==> src/rtl/csr_counter_unit.sv <==
// Machine/supervisor performance-counter CSR block: mcycle, minstret, hpm counters, event selectors,
// inhibit and counter-enable registers, user aliases. Optional HPM_OVF_EN: sticky OF bits and ovf_int.
module csr_counter_unit #(
   parameter int unsigned XLEN       = 64,
   parameter int unsigned CNT_W      = 64,
   parameter int unsigned NUM_HPM    = 4,
   parameter int unsigned NUM_EVENTS = 8
) (
   input  logic                  clk,
   input  logic                  rst,
   input  logic                  csr_we_wb,
   input  logic [11:0]           csr_addr_wb,
   input  logic [XLEN-1:0]       csr_val_wb,
   input  logic [11:0]           csr_addr_id,
   input  logic [1:0]            priv,
   output logic [XLEN-1:0]       csr_val_id,
   output logic                  csr_hit_id,
   output logic                  csr_illegal_id,
   input  logic                  retire_wb,
   input  logic [NUM_EVENTS-1:0] event_in,
   output logic                  ovf_int,
   output logic [XLEN-1:0]       cosim_mcycle,
   output logic [XLEN-1:0]       cosim_minstret
);
   localparam int unsigned     NCNT     = 3 + NUM_HPM;
   localparam int unsigned     HPM_N    = (NUM_HPM > 0) ? NUM_HPM : 1;
   localparam logic [NCNT-1:0] INH_MASK = ~(NCNT'(2));

   logic [CNT_W-1:0]      cnt_q [NCNT];
   logic [CNT_W-1:0]      cnt_d [NCNT];
   logic [NUM_EVENTS-1:0] evt_q [HPM_N];
   logic [NUM_EVENTS-1:0] evt_d [HPM_N];
   logic [HPM_N-1:0]      of_q, of_d;
   logic [NCNT-1:0]       inh_q, inh_d, mcen_q, mcen_d, scen_q, scen_d;
   logic [NCNT-1:0]       inc, wr_cnt;
   logic [HPM_N-1:0]      wr_evt;
   logic                  wr_cblk, wr_eblk;
   logic [4:0]            wr_idx;

   assign wr_idx  = csr_addr_wb[4:0];
   assign wr_cblk = csr_we_wb && (csr_addr_wb[11:5] == 7'h58);
   assign wr_eblk = csr_we_wb && (csr_addr_wb[11:5] == 7'h19);

   // index 1 (time) is never incremented or written
   always_comb begin
      inc       = '0;
      wr_cnt    = '0;
      wr_evt    = '0;
      inc[0]    = ~inh_q[0];
      inc[2]    = retire_wb & ~inh_q[2];
      wr_cnt[0] = wr_cblk && (wr_idx == 5'd0);
      wr_cnt[2] = wr_cblk && (wr_idx == 5'd2);
      for (int unsigned k = 0; k < NUM_HPM; k++) begin
         inc[3+k]    = (|(event_in & evt_q[k])) & ~inh_q[3+k];
         wr_cnt[3+k] = wr_cblk && (wr_idx == 5'(3 + k));
         wr_evt[k]   = wr_eblk && (wr_idx == 5'(3 + k));
      end
   end

   always_comb begin
      cnt_d = cnt_q;
      evt_d = evt_q;
      of_d  = of_q;
      for (int unsigned k = 0; k < NCNT; k++) begin
         if (wr_cnt[k])   cnt_d[k] = csr_val_wb[CNT_W-1:0];
         else if (inc[k]) cnt_d[k] = cnt_q[k] + CNT_W'(1);
      end
      for (int unsigned k = 0; k < NUM_HPM; k++) begin
         if (wr_evt[k]) evt_d[k] = csr_val_wb[NUM_EVENTS-1:0];
`ifdef HPM_OVF_EN
         // a write to mhpmevent overrides a same-cycle wrap
         if (wr_evt[k])
            of_d[k] = csr_val_wb[XLEN-1];
         else if (inc[3+k] && !wr_cnt[3+k] && (&cnt_q[3+k]))
            of_d[k] = 1'b1;
`endif
      end
      inh_d  = (csr_we_wb && csr_addr_wb == 12'h320) ? (csr_val_wb[NCNT-1:0] & INH_MASK) : inh_q;
      mcen_d = (csr_we_wb && csr_addr_wb == 12'h306) ? csr_val_wb[NCNT-1:0] : mcen_q;
      scen_d = (csr_we_wb && csr_addr_wb == 12'h106) ? csr_val_wb[NCNT-1:0] : scen_q;
   end

   always_ff @(posedge clk) begin
      if (rst) begin
         cnt_q  <= '{default: '0};
         evt_q  <= '{default: '0};
         of_q   <= '0;
         inh_q  <= '0;
         mcen_q <= '0;
         scen_q <= '0;
      end else begin
         cnt_q  <= cnt_d;
         evt_q  <= evt_d;
         of_q   <= of_d;
         inh_q  <= inh_d;
         mcen_q <= mcen_d;
         scen_q <= scen_d;
      end
   end

`ifdef HPM_OVF_EN
   logic ovf_q;
   always_ff @(posedge clk) begin
      if (rst) ovf_q <= 1'b0;
      else     ovf_q <= |of_q;
   end
   assign ovf_int = ovf_q;
`else
   assign ovf_int = 1'b0;
`endif

   assign cosim_mcycle   = XLEN'(cnt_q[0]);
   assign cosim_minstret = XLEN'(cnt_q[2]);

   logic [4:0]      rd_idx;
   logic [31:0]     mcen_x, scen_x;
   logic            hit, legal;
   logic [XLEN-1:0] rval;

   assign rd_idx = csr_addr_id[4:0];
   assign mcen_x = 32'(mcen_q);
   assign scen_x = 32'(scen_q);

   always_comb begin
      hit   = 1'b0;
      legal = 1'b0;
      rval  = '0;
      if (csr_addr_id[11:5] == 7'h58 && rd_idx != 5'd1) begin
         hit   = 1'b1;
         legal = (priv == 2'd3);
         for (int unsigned k = 0; k < NCNT; k++)
            if (rd_idx == 5'(k)) rval = XLEN'(cnt_q[k]);
      end else if (csr_addr_id[11:5] == 7'h60 && rd_idx != 5'd1) begin
         hit = 1'b1;
         case (priv)
            2'd3:    legal = 1'b1;
            2'd0:    legal = mcen_x[rd_idx] & scen_x[rd_idx];
            default: legal = mcen_x[rd_idx];
         endcase
         for (int unsigned k = 0; k < NCNT; k++)
            if (rd_idx == 5'(k)) rval = XLEN'(cnt_q[k]);
      end else if (csr_addr_id[11:5] == 7'h19 && rd_idx >= 5'd3) begin
         hit   = 1'b1;
         legal = (priv == 2'd3);
         for (int unsigned k = 0; k < NUM_HPM; k++)
            if (rd_idx == 5'(3 + k)) begin
               rval         = XLEN'(evt_q[k]);
               rval[XLEN-1] = of_q[k];
            end
      end else if (csr_addr_id == 12'h320) begin
         hit   = 1'b1;
         legal = (priv == 2'd3);
         rval  = XLEN'(inh_q);
      end else if (csr_addr_id == 12'h306) begin
         hit   = 1'b1;
         legal = (priv == 2'd3);
         rval  = XLEN'(mcen_q);
      end else if (csr_addr_id == 12'h106) begin
         hit   = 1'b1;
         legal = (priv != 2'd0);
         rval  = XLEN'(scen_q);
      end
   end

   assign csr_hit_id     = hit;
   assign csr_illegal_id = hit & ~legal;
   assign csr_val_id     = (hit && legal) ? rval : '0;

endmodule
==> config.mk <==
export PLATFORM = sky130hd
export DESIGN_NAME = csr_counter_unit
export DESIGN_NICKNAME = d
export VERILOG_FILES = /design/src/rtl/csr_counter_unit.sv
export SDC_FILE = /design/constraint.sdc
export NUM_CORES = 2
export LEC_CHECK = 0
export ABC_CLOCK_PERIOD_IN_PS = 4680
export BUFFER_PORTS_ARGS = -buffer_cell sky130_fd_sc_hd__buf_2
export CELL_PAD_IN_SITES_DETAIL_PLACEMENT = 0
export CELL_PAD_IN_SITES_GLOBAL_PLACEMENT = 2
export CORE_UTILIZATION = 38
export CTS_CLUSTER_DIAMETER = 120
export CTS_CLUSTER_SIZE = 30
export DETAILED_ROUTE_END_ITERATION = 8
export PLACE_DENSITY = 0.91
export SYNTH_ARGS = -nofsm -noshare
export SYNTH_HDL_FRONTEND = slang
export SYNTH_SLANG_ARGS = --single-unit
==> constraint.sdc <==
create_clock -name clk -period 4.68 [get_ports clk]
set_input_delay 0.702 -clock clk [delete_from_list [all_inputs] [get_ports clk]]
set_output_delay 0.702 -clock clk [all_outputs]
set_load 0.05 [all_outputs]
== Word-level counts from Yosys, hierarchy flattened ==
Index checks and enable logic that the tools add are counted.

* Word-level logic and storage cells: 142
* Input bits: 102
* Output and inout bits: 195
* Bits in registers: 436

* Bitwise gates (word level): 17
* Order comparisons: 2
* Reduce and logical (&&, ||, !) cells: 32
* Mux-type cells: 47
* Add/subtract/negate cells: 6
* Eq/ne operators: 25

{| class="wikitable"
|+ Operators with widths
! operator !! number
|-
| 64-bit 2-to-1 mux || 26
|-
| 64-bit by 1-bit adder with 64-bit output, second input constant || 6
|-
| 12-bit by 10-bit == test with 1-bit output, second input constant || 4
|-
| 8-bit AND || 4
|-
| 8-bit OR reduction || 4
|-
| 5-bit by 3-bit == test with 1-bit output, second input constant || 6
|-
| 12-bit by 9-bit == test with 1-bit output, second input constant || 2
|-
| 7-bit == test, second input constant || 3
|-
| 7-bit 2-to-1 mux || 3
|-
| 5-bit by 2-bit == test with 1-bit output, second input constant || 4
|-
| 1-bit logical AND || 19
|-
| 7-bit by 5-bit == test with 1-bit output, second input constant || 2
|-
| 1-bit 2-to-1 mux || 14
|-
| 2-bit nonzero test || 6
|-
| 1-bit binary-select mux with 5-bit select || 2
|-
| 5-bit logical NOT || 2
|-
| 8-bit 2-to-1 mux || 1
|-
| 1-bit AND || 7
|-
| 5-bit by 6-bit less-than comparator with 1-bit output, second input constant || 1
|-
| 1-bit inverter || 6
|-
| 5-bit by 1-bit == test with 1-bit output, second input constant || 1
|-
| 5-bit by 2-bit greater-or-equal comparator with 1-bit output, second input constant || 1
|-
| 5-bit by 1-bit != test with 1-bit output, second input constant || 1
|-
| 2-bit == test, second input constant || 1
|-
| 3 further kinds || 3
|}

== Longest topological paths before layout ==
* Word-level depth: 11
* Gate-level depth with buffers: 10
* Gate-level depth less buffers: 8

== Worst setup path after synthesis ==
No wires, ideal clock.

* Path type: in2out
* Start point: input csr_addr_id[1]
* End point: output csr_val_id[13]
* Cell stages on the path: 7
* Buffers on the path: 3
* Data required time: 3,978 ps
* Slack: 803 ps
* Data arrival time: 3,175 ps
* Path through: buf_1 or3b_2 nor3_2 buf_2 buf_1 a22oi_1 a31oi_1

* Cells in the longest elaborated chain, start to end: 11
* Elaborated cells on any way between the ends: 47
* Classes of those cells: order compare (1); eq/ne (10); mux (30); bitwise (1); reduce/logical (5)

{| class="wikitable"
|+ Ends and longest elaborated chain
! element !! RTL line !! text
|-
| start, declared || 14 || <nowiki>input logic [11:0] csr_addr_id,</nowiki>
|-
| parallel branches: the longest is 10 deep, another holds 1-bit binary-select mux with 5-bit select || -- ||
|-
| 64-bit 2-to-1 mux (*) || 167 || <nowiki>assign csr_val_id = (hit && legal) ? rval : '0;</nowiki>
|-
| end, declared || 16 || <nowiki>output logic [XLEN-1:0] csr_val_id,</nowiki>
|}

Mark *: on every way between the ends. The select of a mux whose other input is x is not followed.

== Worst setup path after layout ==
* Start point: input csr_addr_id[0]
* End point: output csr_val_id[27]

The elaborated chain is that of the path after synthesis.

==> qor.json <==
{
  "worst_setup_path": {
    "ff2ff_setup_slack_ns": 0.91,
    "cp-start-kind": "primary input",
    "reg2reg_from": "cnt_q[199]$_SDFFE_PP0P_",
    "r2r_end": "cnt_q[221]$_SDFFE_PP0P_",
    "cp_data_required_time_ns": 3.98,
    "worst_ep_arrival_time_ns": 3.46,
    "worst-setup-path-type": "primary input to primary output",
    "r2r_cells": 5,
    "worstPathMaxFanout": 30,
    "end_kind": "primary output"
  },
  "clock_tree": {
    "cts.htree.levels": 1,
    "resized_after_cts": 0,
    "cts.clk_slew.worst_paths_ns": 0.13,
    "cts_sinks": 436,
    "numCtsBuffers": 19,
    "cts_tree": "built",
    "post_cts.repair.setup_buffers": 0,
    "number_of_buffers_inserted_for_hold_repair_after_clock_tree_synthesis": 0,
    "worst_skew_pair.late_latency_ns": 0.58,
    "cts_max_path_buffers": 3,
    "cts_root_buf": "clkbuf_16"
  },
  "final_layout": {
    "finish.cell_count_without_fillers": 4318,
    "areaGrowthSynthToFinish_pct": 7.63,
    "total_nets_final": 3492,
    "drive_above_1_share_pct": 13.0
  },
  "drt": {
    "drt_iter0_markers": 2666,
    "drt_drc_violations_left": 0,
    "detail_route.first_pass.iterations": 6,
    "routed_wl_microns": 107000,
    "detail_route.wl_per_cell_microns": 24.9,
    "avgViaCountPerCell": 6.09,
    "via_count": 26300,
    "antenna_violating_nets_post_route": 0
  },
  "place": {
    "placed_cells": 4292,
    "port_buffers": 295,
    "place_hpwl_microns": 79300,
    "post-place-ws_ns": 0.577,
    "gp_congestion": 0.908
  },
  "yosys": {
    "synth-async-reset-ratio_pct": 0,
    "netlist-cell-type-count": 71,
    "synthFlopType": "dfxtp_1",
    "syn_area_per_cell_sq_um": 7.92,
    "gate_count_after_technology_mapping": 3374,
    "ys_seq_elements": 436,
    "synth.yosys.seq_area_share_pct": 32.7,
    "syn_nets": 3484,
    "synth_enable_flop_cells": 0,
    "synth.cell_area_sq_um": 26700,
    "ys_warn_count": 0
  },
  "sta": {
    "layout_setup_ws_ns": 0.518,
    "skew_ns": 0.0203,
    "setup-tns-final_ns": 0,
    "timing_max_transition_violations_final": 0,
    "finalSetupViolCount": 0,
    "number_of_endpoints_with_negative_hold_slack_in_the_final_report": 0,
    "rsz0062_at_grt": "no",
    "slew-limit-headroom_pct": 16.6,
    "hold-worst-slack_ns": 0.455,
    "layout_worst_path_cycle_share_pct": 88.9,
    "slew_at_the_pin_closest_to_its_max_slew_limit_ns": 1.25,
    "fmaxAchievable_ghz": 0.240,
    "finalCriticalPeriod_ns": 4.16
  },
  "power": {
    "power_leakage_nw": 9.29,
    "ir_drop_uv": 201,
    "pwr_density_cell_nw_per_um2": 218
  },
  "global_routing": {
    "antenna_found_initial": 0,
    "grt_first_pass_wirelength_microns": 158000,
    "vias_in_the_first_global_route": 23300,
    "grt_start_max_net_pins": 140,
    "grtUsageTotal_pct": 29.2,
    "global_route.overflow_total": 0
  },
  "min_path": {
    "holdCritPathClass": "primary input to flop",
    "timing.hold.worst_endpoint": "cosim_mcycle[44]$_SDFFE_PP0P_",
    "min_from": "csr_val_wb[44]",
    "min_path_cells": 3
  },
  "floorplanning": {
    "io_pins": 297,
    "chipWidth_microns": 267,
    "die_area_sq_um": 71400,
    "design.core.area_sq_um": 69100,
    "die_height_microns": 267,
    "floorplan.initialDensity_pct": 38.7,
    "row_count": 96
  },
  "run_status": {
    "status": "complete, no violations"
  },
  "job": {
    "max_cap_viol_count": 0
  }
}
## per-layer routing
metal	GRT usage, %	share of wire, %	routed length, microns	vias up
met5	0	0	0	-
met1	39.6	43	45900	12800
met2	47.7	47	50100	1045
li1	-	-	-	12300
met3	4.36	7.6	8150	150
met4	8.33	3.0	3190	0
## area by class of cell
cell class	instances	area, sq um
fill	7162	40300
inverter	36	135
tap	931	1160
timing repair buffer	354	2050
clock buffer	20	489
multi-input combinational	2535	16100
sequential	436	8730
clock inverter	5	78.8
antenna	1	2.50
## synth_stat cells (6+ instances only)
cell type  count  area share [%]
and4_1        47             1.5
a211oi_1     339             9.5
nor2b_1       10            0.23
nand3_1      183             3.4
a222oi_1       6            0.22
a311oi_1      34             1.1
mux2i_1       21            0.79
nand2b_1       6            0.14
o21ai_0       46            0.86
a22oi_1      201             5.6
nor4_1        27            0.63
a31oi_1       61             1.4
clkbuf_1     217             3.0
nor3_1        92             1.7
and2_1        34            0.80
buf_4        129             3.6
o211ai_1       9            0.25
or2_2          9            0.21
nor2_1       470             6.6
inv_1         36            0.51
nor3_2         6            0.22
buf_1         10            0.14
dfxtp_1      436              33
a21oi_1       56             1.0
a21o_1         8            0.22
xnor2_1      152             5.0
buf_2         10            0.19
and3_1        61             1.4
ha_1           8            0.37
xor2_1       190             6.2
a22o_1        10            0.33
or3_1         36            0.84
nand2_1      208             2.9
o2bb2ai_1      6            0.20
or4_1          6            0.17
nand4_1      124             2.9
## state kept, by name, indices dropped and copies added, names as in the netlist
| name | flops |
|---|---|
| evt_q | 32 |
| mcen_q | 7 |
| scen_q | 7 |
| cosim_minstret | 64 |
| cnt_q | 256 |
| cosim_mcycle | 64 |
| inh_q | 6 |
## worst max-delay path: stages
cell	delay, ns
buf_2	0.28
mux4_2	0.53
or2_2	0.28
a41oi_1	0.19
o21ai_0	0.15
nand2_2	0.63
buf_4	0.32
a31oi_1	0.08
buf_2	0.25
## worst max path at each step
stage	from	end	slack, ns	depth (start not counted)
after global placement	csr_addr_id[0]	csr_val_id[27]	0.59	9
final	csr_addr_id[0]	csr_val_id[27]	0.52	9
after CTS	csr_addr_id[0]	csr_val_id[27]	0.56	9
after floorplan	csr_addr_id[1]	csr_val_id[13]	0.80	7
after detailed placement	csr_addr_id[0]	csr_val_id[27]	0.58	9
after global routing	csr_addr_id[0]	csr_val_id[26]	0.40	9
## cell families (layout without fill, tap and decap cells)
group                    after synthesis  after routing  synth area share [%]
buffers and inverters                403            415                  7.55
other                                  1              2                0.0140
multiplexers                          23             23                 0.955
AND/OR/NAND/NOR                     1362           1362                  25.6
XOR/XNOR                             342            342                  11.2
flip-flops                           436            436                  32.7
adder cells (fa/ha/maj)                8              8                 0.375
AO/OA/AOI/OAI                        799            799                  21.6
## stage by stage
stage	power [mW]	utilization, %	cell area, sq um
finish	6.27	41.6	28800
global route	6.44	41.6	28700
CTS	6.29	41.6	28700
detailed placement	4.14	40.8	28200
global placement	4.14	40.8	28200
floorplan	3.95	-	26700
## where the power goes
| group | leakage, nW | internal (mW) | switching, mW | total, mW |
|---|---|---|---|---|
| registers | 3.51 | 3.71 | 0.00893 | 3.72 |
| clock network | 0.274 | 0.838 | 1.37 | 2.20 |
| logic | 5.51 | 0.0748 | 0.269 | 0.344 |
## cells in the final DEF, fill, tap and decap left out, types with 47 or more instances in the layout
cell type	instances
a31oi_1	61
a211oi_1	339
buf_4	49
nor2_1	469
nand4_1	124
nor3_1	89
xnor2_1	152
buf_2	294
a21oi_1	56
xor2_1	190
nand3_1	183
and3_1	61
dfxtp_1	436
a22oi_1	201
and4_1	47
nand2_1	203
Power figures use the tool's default switching activity.
